File: config.mk
export PLATFORM = sky130hd
export DESIGN_NAME = user_switch_event_ctrl
export DESIGN_NICKNAME = d
export VERILOG_FILES = /design/src/rtl/user_switch_event_ctrl.sv
export SDC_FILE = /design/constraint.sdc
export NUM_CORES = 1
export LEC_CHECK = 0
export ABC_AREA = 1
export BUFFER_PORTS_ARGS = -buffer_cell sky130_fd_sc_hd__buf_2
export CORE_ASPECT_RATIO = 1.4
export CORE_UTILIZATION = 55
export CTS_CLUSTER_SIZE = 24
export DETAILED_ROUTE_END_ITERATION = 12
export PLACE_DENSITY = 0.75
export SLEW_MARGIN = 5
export SYNTH_ARGS = -nofsm -noshare
export SYNTH_HDL_FRONTEND = slang
export SYNTH_HIERARCHICAL = 1
export SYNTH_SLANG_ARGS = --single-unit
File: constraint.sdc
create_clock -name clock -period 4.75 [get_ports clock]
set_clock_uncertainty 0.05 [all_clocks]
set_input_delay 0.95 -clock clock [delete_from_list [all_inputs] [get_ports clock]]
set_output_delay 0.95 -clock clock [all_outputs]
set_load 0.05 [all_outputs]
File: src/rtl/user_switch_event_ctrl.sv
// Switch event controller: debounced levels -> press/release(/long) events, arbitrated into a FIFO.
// Long-press detection (hold counters, kind 2'b11) is built only when USER_SWITCH_LONG_PRESS_EN is defined.

module user_switch_event_lane #(
    parameter logic [31:0] LONG_PRESS_CYCLES = 32'd25_000_000
) (
    input  logic       clock,
    input  logic       reset_n,
    input  logic       switch_state,
    input  logic [2:0] grant,      // {release, long, press}
    output logic       level,
    output logic [2:0] pending,    // {release, long, press}
    output logic       drop
);
    logic [2:0] fire;

    assign fire[0] = switch_state & ~level;
    assign fire[2] = ~switch_state & level;

`ifdef USER_SWITCH_LONG_PRESS_EN
    logic [31:0] hold_count;

    always_ff @(posedge clock) begin
        if (!reset_n)
            hold_count <= '0;
        else if (fire[0])
            hold_count <= '0;
        else if (switch_state && hold_count != LONG_PRESS_CYCLES)
            hold_count <= hold_count + 32'd1;
    end

    // Fires only on the step into the saturation value, so once per press.
    assign fire[1] = switch_state & ~fire[0] & (hold_count != LONG_PRESS_CYCLES)
                   & (hold_count + 32'd1 == LONG_PRESS_CYCLES);
`else
    // Parameter still referenced so both builds share one parameter list.
    assign fire[1] = (LONG_PRESS_CYCLES == 32'd0) & 1'b0;
`endif

    // A bit granted this cycle is free again, so only a still-held bit drops a recurrence.
    always_ff @(posedge clock) begin
        if (!reset_n) begin
            level   <= 1'b0;
            pending <= '0;
        end else begin
            level   <= switch_state;
            pending <= fire | (pending & ~grant);
        end
    end

    assign drop = |(fire & pending & ~grant);
endmodule

module user_switch_event_ctrl #(
    parameter int          NUM_SWITCHES       = 4,
    parameter int          SWITCH_INDEX_WIDTH = 2,
    parameter logic [31:0] LONG_PRESS_CYCLES  = 32'd25_000_000,
    parameter int          FIFO_DEPTH         = 4
) (
    input  logic                            clock,
    input  logic                            reset_n,
    input  logic [NUM_SWITCHES-1:0]         switch_state,
    output logic                            event_valid,
    input  logic                            event_ready,
    output logic [1:0]                      event_kind,
    output logic [SWITCH_INDEX_WIDTH-1:0]   event_switch,
    output logic [NUM_SWITCHES-1:0]         switch_level,
    output logic [$clog2(FIFO_DEPTH):0]     fifo_count,
    output logic                            overflow,
    input  logic                            overflow_clear
);
    localparam int PW = $clog2(FIFO_DEPTH);
    localparam int CW = PW + 1;

    typedef struct packed {
        logic [1:0]                    kind;
        logic [SWITCH_INDEX_WIDTH-1:0] sw;
    } event_t;

    logic [NUM_SWITCHES-1:0][2:0] pending;
    logic [NUM_SWITCHES-1:0][2:0] grant;
    logic [NUM_SWITCHES-1:0]      drop;

    for (genvar i = 0; i < NUM_SWITCHES; i++) begin : g_lane
        user_switch_event_lane #(.LONG_PRESS_CYCLES(LONG_PRESS_CYCLES)) u_lane (
            .clock        (clock),
            .reset_n      (reset_n),
            .switch_state (switch_state[i]),
            .grant        (grant[i]),
            .level        (switch_level[i]),
            .pending      (pending[i]),
            .drop         (drop[i])
        );
    end

    // Scan from the lowest-priority request upward; the last hit wins.
    logic   push;
    event_t push_ev;

    always_comb begin
        grant   = '0;
        push    = 1'b0;
        push_ev = '0;
        if (fifo_count < CW'(FIFO_DEPTH)) begin
            for (int i = NUM_SWITCHES - 1; i >= 0; i--) begin
                for (int k = 2; k >= 0; k--) begin
                    if (pending[i][k]) begin
                        grant       = '0;
                        grant[i][k] = 1'b1;
                        push        = 1'b1;
                        push_ev.sw  = SWITCH_INDEX_WIDTH'(i);
                        case (k)
                            0:       push_ev.kind = 2'b01;
                            1:       push_ev.kind = 2'b11;
                            default: push_ev.kind = 2'b10;
                        endcase
                    end
                end
            end
        end
    end

    event_t        mem [FIFO_DEPTH];
    logic [PW-1:0] wr_ptr, rd_ptr;
    logic          pop;

    assign event_valid  = fifo_count != '0;
    assign pop          = event_valid & event_ready;
    assign event_kind   = event_valid ? mem[rd_ptr].kind : 2'b00;
    assign event_switch = event_valid ? mem[rd_ptr].sw : '0;

    always_ff @(posedge clock) begin
        if (push)
            mem[wr_ptr] <= push_ev;
    end

    always_ff @(posedge clock) begin
        if (!reset_n) begin
            wr_ptr     <= '0;
            rd_ptr     <= '0;
            fifo_count <= '0;
            overflow   <= 1'b0;
        end else begin
            if (push)
                wr_ptr <= wr_ptr + PW'(1);
            if (pop)
                rd_ptr <= rd_ptr + PW'(1);
            fifo_count <= fifo_count + CW'(push) - CW'(pop);
            overflow   <= (|drop) | (overflow & ~overflow_clear);
        end
    end
endmodule

==> run_results.csv <==
group,metric,value,unit
min_path,min_from,"g_lane[3].u_lane/pending[1]",
detailed_routing,drt_wl_total,3680,µm
logic_synthesis,netlist_instances,285,
worst_setup_path,worst_setup_path_start_kind,"flop",
cts,cts_tree,"done",
worst_setup_path,regToRegStartpoint,"g_lane[2].u_lane/pending[1]",
global_routing,grt_pass1_wl,6340,µm
cells_and_area,post-route-util,63.8,%
logic_synthesis,synthesis.nets,300,
floorplan,coreArea,3680,µm²
timing,report.final.slew_viol_count,0,
min_path,min_to,"g_lane[3].u_lane/pending[1]",
floorplan,initial_utilization,57.9,%
placement,gp_congestion,0.924,
detailed_routing,drt.antenna.violating_nets,0,
timing,worstMarginPinSlew,401,ps
cts,cts_buffers,5,
logic_synthesis,synth-seq-cells,42,
logic_synthesis,syn-cell-area,2130,µm²
cells_and_area,insertedDiodeCount,0,
cts,clk_latency,290,ps
timing,fin_setup_tns,0,ps
cts,cts_resized,0,
floorplan,fp.dieH,75.6,µm
detailed_routing,drcViolationCount,0,
logic_synthesis,yosysUniqueCellTypes,22,
global_routing,antenna_found_initial,0,
power,p_leak,1.17,nW
cts,clkTransAtPathRegs,70,ps
cts,clock-sinks,42,
power,powerDensity,536,nW/µm²
min_path,hold_depth,2,
timing,finalCriticalPeriod,2470,ps
floorplan,ios,21,
worst_setup_path,crit_chain,"inv_1 > o21ai_0 > a21oi_1 > buf_2",
logic_synthesis,syn_avg_cell_area,7.46,µm²
cts,postCtsSetupRepairBufs,0,
cells_and_area,num-fill-cells,355,
placement,hpwl,2890,µm
detailed_routing,drt_iter0_drc,54,
cells_and_area,register_area,1000,µm²
run_status,status,"completed",
cells_and_area,multiInputGateArea,866,µm²
worst_setup_path,worstPathRequired,3750,ps
min_path,hold_class,"reg -> reg",
cts,hold_buffers,0,
cells_and_area,drive_gt1_share,15.4,%
timing,slew_headroom,73.2,%
floorplan,die_x,54.6,µm
global_routing,grt_pass1_vias,1533,
cells_and_area,nets,325,
worst_setup_path,regToRegSetupSlack,2300,ps
logic_synthesis,yosysSeqAreaShare,47.1,%
floorplan,die-area,4120,µm²
timing,max_freq,405,MHz
cts,clk_path_buf_depth,2,
cts,clock-root-buffer,"clkbuf_8",
worst_setup_path,cp_slowest_cell,"dfxtp_1",
timing,hold_viol,0,
worst_setup_path,cp_top_family,"flip-flops",
global_routing,grt_overflow,0,
placement,port_buffers,20,
worst_setup_path,cp.arrival,1470,ps
worst_setup_path,worstPathBufferInverterCount,2,
timing,rsz0062_at_grt,"no",
detailed_routing,drt_first_pass_iters,4,
cells_and_area,areaGrowthSynthToFinish,10.2,%
detailed_routing,viasPerCell,4.80,
timing,layout_worst_path_cycle_share,51.9,%
detailed_routing,wl_per_cell,10.4,µm
worst_setup_path,r2r_cells,13,
worst_setup_path,critical_path.max_fanout,9,
flow_run,cap_violations,0,
worst_setup_path,critPathKind,"reg -> out",
logic_synthesis,ys.warnings.count,6,
global_routing,grt_start_max_net_pins,20,
timing,finalSetupViolations,0,
floorplan,num_rows,26,
worst_setup_path,r2r_end,"fifo_count[2]",
global_routing,grt_use_total,21.5,%
cts,htreeDepth,2,
detailed_routing,num_vias,1696,
power,ir_worst_vdd,401,µV
worst_setup_path,slowest_delay,490,ps
worst_setup_path,end_kind,"output pin",
registers in the layout, summed over array words and instances, names as in the netlist, named ones only:
register / flops
overflow: 1
wr_ptr: 2
mem: 16
g_lane.u_lane/pending: 12
rd_ptr: 2
fifo_count: 3
g_lane.u_lane/level: 4
synth_stat cells:
master | count | area [µm²]
inv_1 | 61 | 229
nand2_1 | 55 | 206
nor2_1 | 48 | 180
dfxtp_1 | 26 | 521
a21oi_1 | 21 | 105
edfxtp_1 | 16 | 480
o21ai_0 | 12 | 60.1
nor2_2 | 9 | 56.3
nand3_1 | 7 | 35.0
ha_1 | 6 | 75.1
nand2_2 | 5 | 31.3
inv_2 | 4 | 15.0
nor3_1 | 4 | 20.0
nor4_1 | 2 | 12.5
xor2_1 | 2 | 17.5
buf_2 | 1 | 5.00
buf_6 | 1 | 11.3
fa_1 | 1 | 20.0
nor2_4 | 1 | 11.3
nor3_2 | 1 | 10.0
nor3_4 | 1 | 16.3
o21ai_2 | 1 | 8.76
power breakdown:
group	switching, mW	internal [mW]
Combinational	0.377	0.142
Clock	0.111	0.101
Sequential	0.0622	0.463
Total	0.550	0.706
kinds of logic after synthesis:
family          Yosys count  share of synthesized area, %
compound gates           34                          8.18
xor+xnor                  2                         0.824
fa+ha+maj                 7                          4.47
buf+inv                  67                          12.2
flops                    42                          47.1
simple gates            133                          27.2
per-layer routing:
| layer | GRT usage [%] | up-vias | wire (µm) |
|---|---|---|---|
| met5 | 0 | - | 0 |
| met4 | 6.84 | 0 | 53 |
| met3 | 5.39 | 5 | 100 |
| met2 | 41.1 | 24 | 2090 |
| met1 | 21.9 | 753 | 1430 |
| li1 | - | 914 | - |
worst reg2reg max path, cell delays in order (launching register included):
cell and delay, ps:
dfxtp_1 350, nor2_2 180, nand2_1 110, nor2_2 130, nand2_2 100, nand2_1 170, ha_1 260, inv_1 60
ha_1 130, inv_1 50, fa_1 370, xor2_1 180, o21ai_0 160, a21oi_1 50
area by class of cell:
class	instances	area share, %
multi-input combinational	176	36.9
tap	42	2.24
sequential	42	42.7
timing repair buffer	20	4.27
clock buffer	6	3.09
clock inverter	2	0.374
inverter	65	10.4
cell usage in the layout, fill, tap and decap left out, types with 6 or more instances in the layout:
master    instances
nor2_1           48
edfxtp_1         16
dfxtp_1          26
nor2_2            9
nand3_1           7
ha_1              6
o21ai_0          12
nand2_1          55
a21oi_1          21
buf_2            20
inv_1            61
metrics by stage:
step | total power, mW | instances | area (µm²) | hold WS (ps) | setup WS [ps]
after floorplan | 0.947 | 285 | 2130 | 383 | 2070
after global placement | 1.04 | 345 | 2260 | 405 | 2080
after detailed placement | 1.06 | 345 | 2260 | 406 | 2010
after CTS | 1.27 | 353 | 2340 | 421 | 2250
after global routing | 1.36 | 353 | 2340 | 464 | 2090
final | 1.26 | 353 | 2340 | 420 | 2280
worst max path at each step:
stage	from	end	cells past startpoint
floorplan	fifo_count[2]	event_kind[0]	3
global placement	event_ready	fifo_count[2]	11
detailed placement	event_ready	fifo_count[2]	11
CTS	flop	event_kind[0]	4
global route	g_lane[2].u_lane/pending[1]	fifo_count[2]	13
finish	flop	event_kind[0]	4
Note: power is estimated with default switching activity, not from simulation.
